[src/rtl/vram_loader.sv]
// rtl/vram_loader.sv - paced image ROM to video RAM copy engine
// One word per slot: read, wait out ROM latency, capture, write, then idle until slot end.
module vram_loader #(
  parameter int DATA_W    = 16,
  parameter int VRAM_AW   = 10,
  parameter int ROM_AW    = 11,
  parameter int WORDS     = 1024,
  parameter int IMG_W     = 1,
  parameter int ROM_LAT   = 1,
  parameter int HOLD_LOG2 = 6
) (
  input  logic               write_clk,
  input  logic               rst,
  input  logic               start,
  input  logic               abort,
  input  logic               continuous,
  input  logic [IMG_W-1:0]   img_sel,
  output logic               rom_ce,
  output logic [ROM_AW-1:0]  rom_ad,
  input  logic [DATA_W-1:0]  rom_data,
  output logic               vram_ce,
  output logic               vram_we,
  output logic [VRAM_AW-1:0] vram_ad,
  output logic [DATA_W-1:0]  vram_data,
  output logic               busy,
  output logic               frame_done,
  output logic [7:0]         frame_count
);

  localparam int SLOT = ((1 << HOLD_LOG2) > ROM_LAT + 2) ? (1 << HOLD_LOG2) : ROM_LAT + 2;
  localparam int SW   = $clog2(SLOT);
  localparam logic [SW-1:0]      S_LAST = SW'(SLOT - 1);
  localparam logic [SW-1:0]      S_LAT  = SW'(ROM_LAT);
  localparam logic [SW-1:0]      S_WR   = SW'(ROM_LAT + 1);
  localparam logic [VRAM_AW-1:0] I_LAST = VRAM_AW'(WORDS - 1);

  typedef enum logic [2:0] {IDLE, READ, WAIT, WRITE, GAP} state_t;

  state_t             state_q, state_d;
  logic [SW-1:0]      s_q, s_d;
  logic [VRAM_AW-1:0] idx_q, idx_d;
  logic [IMG_W-1:0]   img_q, img_d;
  logic               mode_q, mode_d;

  logic               rom_ce_q, rom_ce_d;
  logic [ROM_AW-1:0]  rom_ad_q, rom_ad_d;
  logic               vram_we_q, vram_we_d;
  logic [VRAM_AW-1:0] vram_ad_q, vram_ad_d;
  logic [DATA_W-1:0]  vram_data_q, vram_data_d;
  logic               busy_q, busy_d;
  logic               frame_done_q, frame_done_d;
  logic [7:0]         frame_count_q, frame_count_d;

  always_ff @(posedge write_clk or negedge rst) begin
    if (!rst) begin
      state_q       <= IDLE;
      s_q           <= '0;
      idx_q         <= '0;
      img_q         <= '0;
      mode_q        <= 1'b0;
      rom_ce_q      <= 1'b0;
      rom_ad_q      <= '0;
      vram_we_q     <= 1'b0;
      vram_ad_q     <= '0;
      vram_data_q   <= '0;
      busy_q        <= 1'b0;
      frame_done_q  <= 1'b0;
      frame_count_q <= '0;
    end else begin
      state_q       <= state_d;
      s_q           <= s_d;
      idx_q         <= idx_d;
      img_q         <= img_d;
      mode_q        <= mode_d;
      rom_ce_q      <= rom_ce_d;
      rom_ad_q      <= rom_ad_d;
      vram_we_q     <= vram_we_d;
      vram_ad_q     <= vram_ad_d;
      vram_data_q   <= vram_data_d;
      busy_q        <= busy_d;
      frame_done_q  <= frame_done_d;
      frame_count_q <= frame_count_d;
    end
  end

  always_comb begin
    state_d = state_q;
    s_d     = s_q;
    idx_d   = idx_q;
    img_d   = img_q;
    mode_d  = mode_q;
    case (state_q)
      IDLE: begin
        if (start && !abort) begin
          state_d = READ;
          s_d     = '0;
          idx_d   = '0;
          img_d   = img_sel;
          mode_d  = continuous;
        end
      end
      default: begin
        // Refresh mode is re-sampled as the last write of each frame retires.
        if (state_q == WRITE && idx_q == I_LAST)
          mode_d = continuous;
        if (abort) begin
          state_d = IDLE;
        end else if (s_q == S_LAST) begin
          s_d = '0;
          if (idx_q != I_LAST) begin
            idx_d   = idx_q + 1'b1;
            state_d = READ;
          end else if (mode_q) begin
            idx_d   = '0;
            state_d = READ;
          end else begin
            state_d = IDLE;
          end
        end else begin
          s_d = s_q + 1'b1;
          if (s_d <= S_LAT)
            state_d = WAIT;
          else if (s_d == S_WR)
            state_d = WRITE;
          else
            state_d = GAP;
        end
      end
    endcase
  end

  // Outputs are registered, so they are decoded from the upcoming state.
  always_comb begin
    rom_ce_d      = (state_d == READ);
    rom_ad_d      = rom_ce_d ? ROM_AW'(img_d) * ROM_AW'(WORDS) + ROM_AW'(idx_d) : rom_ad_q;
    vram_we_d     = (state_d == WRITE);
    vram_ad_d     = vram_we_d ? idx_d : vram_ad_q;
    frame_done_d  = vram_we_d && (idx_d == I_LAST);
    busy_d        = (state_d != IDLE);
    vram_data_d   = (state_q == WAIT && s_q == S_LAT) ? rom_data : vram_data_q;
    frame_count_d = frame_count_q + {7'd0, frame_done_q};
  end

  assign rom_ce      = rom_ce_q;
  assign rom_ad      = rom_ad_q;
  assign vram_ce     = vram_we_q;
  assign vram_we     = vram_we_q;
  assign vram_ad     = vram_ad_q;
  assign vram_data   = vram_data_q;
  assign busy        = busy_q;
  assign frame_done  = frame_done_q;
  assign frame_count = frame_count_q;

endmodule

[config.mk]
export PLATFORM = sky130hd
export DESIGN_NAME = vram_loader
export DESIGN_NICKNAME = d
export VERILOG_FILES = /design/src/rtl/vram_loader.sv
export SDC_FILE = /design/constraint.sdc
export NUM_CORES = 1
export LEC_CHECK = 0
export BUFFER_PORTS_ARGS = -buffer_cell sky130_fd_sc_hd__buf_2
export CORE_MARGIN = 2
export CORE_UTILIZATION = 53
export DETAILED_ROUTE_END_ITERATION = 12
export HOLD_SLACK_MARGIN = 0.05
export PLACE_DENSITY = 0.79
export SLEW_MARGIN = 10
export SYNTH_ARGS = -nofsm -noshare
export SYNTH_HDL_FRONTEND = slang
export SYNTH_SLANG_ARGS = --single-unit
[constraint.sdc]
create_clock -name write_clk -period 2.9 [get_ports write_clk]
set_input_delay 0.435 -clock write_clk [delete_from_list [all_inputs] [get_ports write_clk]]
set_output_delay 0.435 -clock write_clk [all_outputs]
set_load 0.03 [all_outputs]
Yosys cells after proc, flatten, opt, wreduce, memory -nomap -nowiden
Index checks and enable logic that the tools add are counted.
- bits in registers: 70
- bits in latches: 0
- bits in writable memories: 0
- ROM bits: 0
- bits of input ports: 22
- output and inout bits: 50
- logic and storage cells: 63
- memories: 0
- add/sub/neg operators: 4
- multipliers: 0
- divide/modulo/power cells: 0
- $lt $le $gt $ge: 1
- eq/ne operators: 12
- shift operators: 0
- multiplexer cells: 23
- bitwise logic cells: 0
- reductions and logical operators: 10
- operators with widths (cell ; count):
    two-way mux 10 bit ; 6
    two-way mux 6 bit ; 4
    == test 10 bit, second input constant ; 2
    two-way mux 3 bit ; 6
    adder 11 x 10 -> 11 bit ; 1
    adder 10 x 1 -> 10 bit, second input constant ; 1
    != test 10 bit, second input constant ; 1
    == test 3 x 2 -> 1 bit, second input constant ; 3
    adder 8 x 1 -> 8 bit ; 1
    two-way mux 1 bit ; 7
    adder 6 x 1 -> 6 bit, second input constant ; 1
    == test 6 x 1 -> 1 bit, second input constant ; 1
    == test 6 x 2 -> 1 bit, second input constant ; 1
    == test 6 bit, second input constant ; 1
    <= comparator 6 x 1 -> 1 bit, second input constant ; 1
    logical AND 1 bit ; 4
    AND reduction 2 bit ; 2
    == test 3 x 1 -> 1 bit, second input constant ; 1
    logical NOT 3 bit ; 1
    nonzero test 3 bit ; 1
    != test 2 x 1 -> 1 bit, second input constant ; 1
    != test 2 bit, second input constant ; 1
    nonzero test 2 bit ; 1
    logical NOT 1 bit ; 1

Logic depth before layout (Yosys ltp)
- depth in word-level cells: 9
- gate-level depth with buffers: 9
- gate-level depth less buffers: 8

Worst setup path after synthesis
No wires, ideal clock.
- path kind: register -> register
- start point: register s_q[0]
- end point: register vram_ad_q[3] (netlist: vram_ad[3])
- setup time: 0.125 ns
- arrival: 2.446 ns
- data required time: 2.775 ns
- path slack: 0.329 ns
- cell stages (with the launch flop): 9
- path buffers: 2
- clock period less this slack: 2.571 ns
- path through: dfrtp_1 ha_1 nand3_2 nor2_1 or3_1 clkbuf_1 nor3_1 buf_2 mux2_2
- word-level cells in the longest chain between the ends: 8
- elaborated cells between the ends (all ways): 13
- classes of those cells: 1 x add/sub; 1 x order compare; 3 x eq/ne; 8 x mux
- ends and longest elaborated chain (element ; line ; RTL):
    start: declaration ; 40 ; logic [SW-1:0] s_q, s_d;
    start signal: assignment ; 57 ; s_q <= '0;
    start signal: assignment ; 71 ; s_q <= s_d;
    parallel branches: the longest is 4 deep, another holds adder 6 x 1 -> 6 bit ; - ;
    two-way mux 3 bit * ; 108 ; end else if (s_q == S_LAST) begin
    two-way mux 3 bit * ; 106 ; if (abort) begin
    two-way mux 3 bit * ; 92 ; case (state_q)
    == test 3 x 2 -> 1 bit * ; 136 ; vram_we_d = (state_d == WRITE);
    via vram_we_d ; 47 ; logic vram_we_q, vram_we_d;
    end signal: assignment ; 78 ; vram_ad_q <= vram_ad_d;
    end: declaration ; 48 ; logic [VRAM_AW-1:0] vram_ad_q, vram_ad_d;
Mark *: on every way through the listed nets, which the timed path passes.
A chain may end at the register's enable or synchronous reset.

Final worst setup path
- start point: register s_q[0]
- end point: register frame_done_q (netlist: frame_done)
- word-level cells in the longest chain between the ends: 9
- elaborated cells between the ends (all ways): 15
- classes of those cells: 1 x add/sub; 1 x order compare; 4 x eq/ne; 8 x mux; 1 x reduce/logical
- ends and longest elaborated chain (element ; line ; RTL):
    parallel branches: the longest is 8 deep, another holds adder 6 x 1 -> 6 bit ; - ;
    logical AND 1 bit * ; 138 ; frame_done_d = vram_we_d && (idx_d == I_LAST);
    via frame_done_d ; 51 ; logic frame_done_q, frame_done_d;
    end signal: assignment ; 81 ; frame_done_q <= frame_done_d;
    end: declaration ; 51 ;
Marks and branches as above.

==> results.rst <==
.. list-table::
   :header-rows: 1

   * - Metric
     - Value
   * - Run status
     - completed
   * - Type of the tightest min-delay check
     - input pin to async pin
   * - Worst-path clk slew
     - about 0.070 ns
   * - Sink count of the clock tree
     - 70
   * - Total DRC errors in the routed layout
     - 0
   * - Count of cell types in the netlist
     - 44
   * - Final clock period utilization by the worst path
     - 0.9555
   * - Share of synthesized flip-flops with an asynchronous set or reset
     - 1.000
   * - Post-synthesis share of cell area spent on and, or, nand and nor gates
     - 0.1566
   * - Final instance area
     - about 3800 um^2
   * - Fillers
     - roughly 430
   * - Setup TNS Final
     - 0 ns
   * - Combinational family with the most area after synthesis
     - simple AND/OR/NAND/NOR gates
   * - Compound-Gate Fraction of Synth Area
     - 0.08034
   * - Core Area
     - 5540 um^2
   * - Violation count after the first detailed-route iteration
     - roughly 160
   * - Total of hold buffers inserted after clock tree synthesis
     - 0
   * - Maximum level of the CTS H-tree
     - 3
   * - Fraction of the mapped netlist area in adder cells
     - 0.02447
   * - Maximum single-stage delay on the critical path
     - approximately 0.67 ns
   * - Cts bufs inserted
     - 9
   * - Setup crit start kind
     - flip-flop
   * - Reported max-cap violation count
     - 0
   * - Resized cells post-CTS
     - 0
   * - Total count of hold-check failures in the final report
     - 0
   * - Synth Cell Area
     - 3068 um^2
   * - Synthesized Nets
     - approximately 290
   * - Estimated wirelength of the detail-placed design
     - around 4.7 mm
   * - Maximum fanout along the worst path
     - 6
   * - FF+latch area
     - roughly 1800 um^2
   * - Buffers added on ports
     - 71
   * - Endpoint class of the critical path
     - flip-flop
   * - Number of synthesis warnings
     - 0
   * - Cell at the root of the clock tree
     - clkbuf_8
   * - Number of vias after detailed routing
     - ~2400
   * - Total length of routed wires
     - approximately 6.6 mm
   * - Fraction of synthesized area in multiplexers
     - 0.1211
   * - Diode insertion count for antenna repair
     - 0
   * - RSZ-0062 raised after global routing
     - false
   * - Die outline width
     - 80.08 um
   * - Type of the setup path with the least slack
     - flip-flop to flip-flop
   * - Die outline area
     - about 6400 um^2
   * - P&R area growth vs syn
     - 24.84%
   * - Maximum frequency from static timing analysis
     - 360.9 MHz
   * - Endpoint required time on the critical path
     - 3.14 ns
   * - Largest vdd supply drop
     - around 0.58 mV
   * - Post-synth EDFFs
     - 0
   * - Routability congestion estimate from global placement
     - between 0.8 and 0.9
   * - Max Slew Vio Count
     - 0
   * - Time the final worst path needs with I/O delays and setup
     - around 2.8 ns
   * - Count of antenna-violating nets left after detailed routing
     - 0
   * - Sequence of cells on the critical path
     - ha_1 -> nand3_2 -> or4_1 -> nor4_4 -> xnor2_1 -> or3b_1 -> nor4_2
   * - Sequential-to-total area share from yosys stat
     - 0.5710
   * - Number of antenna violations at the first check in global routing
     - 0
   * - Insertion delay of the later-clocked pin in the worst-skew pair
     - between 0.3 and 0.4 ns
   * - Xor/xnor share of the synthesized area
     - 0.02284
   * - Post-synthesis cell count
     - 260
   * - Number of post-CTS setup repair buffers
     - 0
   * - Data arrival, critical path
     - around 3 ns
   * - Wire length of the first global-routing pass
     - around 11 mm
   * - TritonCTS clock tree
     - done
   * - Detailed-router iteration count before antenna repair
     - 5
   * - Starting density of the core
     - 0.5537
   * - Count of final setup violators
     - 0
   * - Primary flip-flop cell chosen by synthesis mapping
     - dfrtp_1
   * - Boundary Pins
     - between 70 and 80
   * - Post-route clock skew
     - 0.008782 ns
   * - Number of nets in the layout
     - 374
   * - Average wire per standard cell
     - 15.49 um
   * - Design Power
     - around 3.5 mW
   * - Critical Path Slowest Stage Cell
     - or4_1
   * - Fraction of layout instances using a drive strength above 1
     - 0.4017
   * - Multi-input logic area
     - roughly 1300 um^2
   * - Standard-cell row count
     - 27
   * - Post-synthesis average cell area
     - 11.80 um^2
   * - Vert. Die Dim
     - roughly 80 um
   * - Total power per unit cell area
     - about 930 nW/um^2
   * - Worst rel slew slack
     - 0.4851
   * - Placement-stage cell area
     - 3582 um^2
   * - Least-Margin Pin Slew
     - between 0.7 and 0.8 ns
   * - Longest Clk Path Bufs
     - 2
   * - Post-synthesis sequential element count
     - 70
   * - Overall overflow remaining after global route
     - 0
   * - GRT Overall Usage
     - 0.2164
   * - Via count of the first global-routing pass
     - approximately 2200
   * - LEAKAGE
     - about 1.9 nW
   * - Largest net degree at the start of global routing
     - 37
   * - Via density per instance
     - 5.558
## synthesized netlist by cell type, drive strengths merged (6+ instances only)
cell type | instances | area [um^2]
dfrtp | 70 | 1752
nor3 | 8 | 45.04
inv | 9 | 33.78
mux2 | 33 | 371.6
nand3 | 14 | 75.07
o21ai | 11 | 55.05
a21oi | 11 | 55.05
nand2 | 16 | 60.06
ha | 6 | 75.07
nor2 | 19 | 71.32
nor4 | 8 | 71.32
## state kept, by name, indices dropped and copies added (netlist names)
signal       count
s_q              6
vram_ad         10
state_q          3
mode_q           1
busy             1
rom_ce           1
vram_ce          1
idx_q           10
frame_done       1
img_q            1
frame_count      8
vram_data       16
rom_ad          11
## worst max-delay path: cells and delay by family (launching register included)
family	cells	cell delay (ns)
xor+xnor	1	0.11
simple gates	5	1.79
fa+ha+maj	1	0.32
flops	1	0.44
## per-stage QoR
stage                     std cells  setup WS (ns)  utilization  hold WS [ns]
final                           423         0.1290       0.6913        0.1698
after global placement          407         0.3007       0.6466        0.4536
after global routing            423        0.04885       0.6913        0.2442
after detailed placement        407         0.1463       0.6466        0.4562
after floorplan                 260         0.3291            -        0.1394
after CTS                       423        0.09714       0.6902        0.1945
## layer usage
metal,vias to the layer above,global-route usage,share of wire
met5,-,0,0
met4,0,0.1085,0.022
met3,11,0.04382,0.060
met2,87,0.3208,0.48
met1,1136,0.3041,0.44
li1,1117,-,-
## layout make-up
| cell class | instances | share of cell area |
|---|---|---|
| Clock buffer | 12 | 0.04312 |
| Sequential cell | 70 | 0.4574 |
| Tap cell | 72 | 0.02352 |
| Clock inverter | 4 | 0.01993 |
| Timing Repair Buffer | 83 | 0.1196 |
| Inverter | 9 | 0.008821 |
| Multi-Input combinational cell | 173 | 0.3277 |
## kinds of logic (layout without fill, tap and decap cells)
family                     after synthesis  count (layout)
and+or+nand+nor                         87              87
DFF                                     70              70
AOI/OAI and AO/OA                       39              39
muxes                                   33              33
buffers and inverters                   17             108
xor gates and xnor gates                 8               8
adders and majority gates                6               6
## placed cells by master, fill, tap and decap left out, types with 2 or more instances in the layout
| cell type | netlist | layout |
|---|---|---|
| buf_4 | 1 | 11 |
| nor3_2 | 1 | 2 |
| nand3_1 | 13 | 13 |
| a22oi_1 | 2 | 2 |
| nand4_1 | 4 | 4 |
| or4_1 | 3 | 3 |
| nor2_1 | 19 | 19 |
| inv_1 | 9 | 9 |
| or3_1 | 4 | 4 |
| nand2_1 | 16 | 16 |
| o31ai_1 | 3 | 3 |
| o41ai_1 | 2 | 2 |
| ha_1 | 6 | 6 |
| clkbuf_8 | 0 | 12 |
| nor2b_1 | 2 | 2 |
| nor4_2 | 1 | 2 |
| bufinv_16 | 0 | 2 |
| dfrtp_1 | 70 | 70 |
| nor4_1 | 6 | 5 |
| xor2_1 | 3 | 3 |
| o21ai_0 | 10 | 10 |
| a21oi_1 | 11 | 11 |
| mux2_2 | 33 | 33 |
| a211oi_1 | 2 | 2 |
| buf_2 | 4 | 71 |
| nor3_1 | 7 | 6 |
| xnor2_1 | 5 | 5 |
| a31oi_1 | 2 | 2 |
| or2_2 | 2 | 2 |
## final timing paths
check	from	end	slack [ns]	depth (start not counted)
setup / recovery	s_q[0]$_DFFE_PN0P_	frame_done$_DFF_PN0_	0.13	7
hold / removal	rst	vram_ad[2]$_DFFE_PN0N_	0.17	1
setup reg to reg	s_q[0]$_DFFE_PN0P_	frame_done$_DFF_PN0_	0.13	7
hold reg to reg	img_q$_DFF_PN0_	img_q$_DFF_PN0_	0.47	2
max in group asynchronous	rst	frame_count[5]$_DFF_PN0_	2.08	2
min in group write_clk	img_sel	img_q$_DFF_PN0_	0.31	3
## report_power, final
group	leakage, nW	total (mW)	internal (mW)	switching [mW]
Sequential	0.917	1.39	1.22	0.169
Combinational	0.838	1.24	0.448	0.790
Clock	0.119	0.926	0.558	0.368
Total	1.87	3.55	2.22	1.33
(Power assumes the default switching activity.)
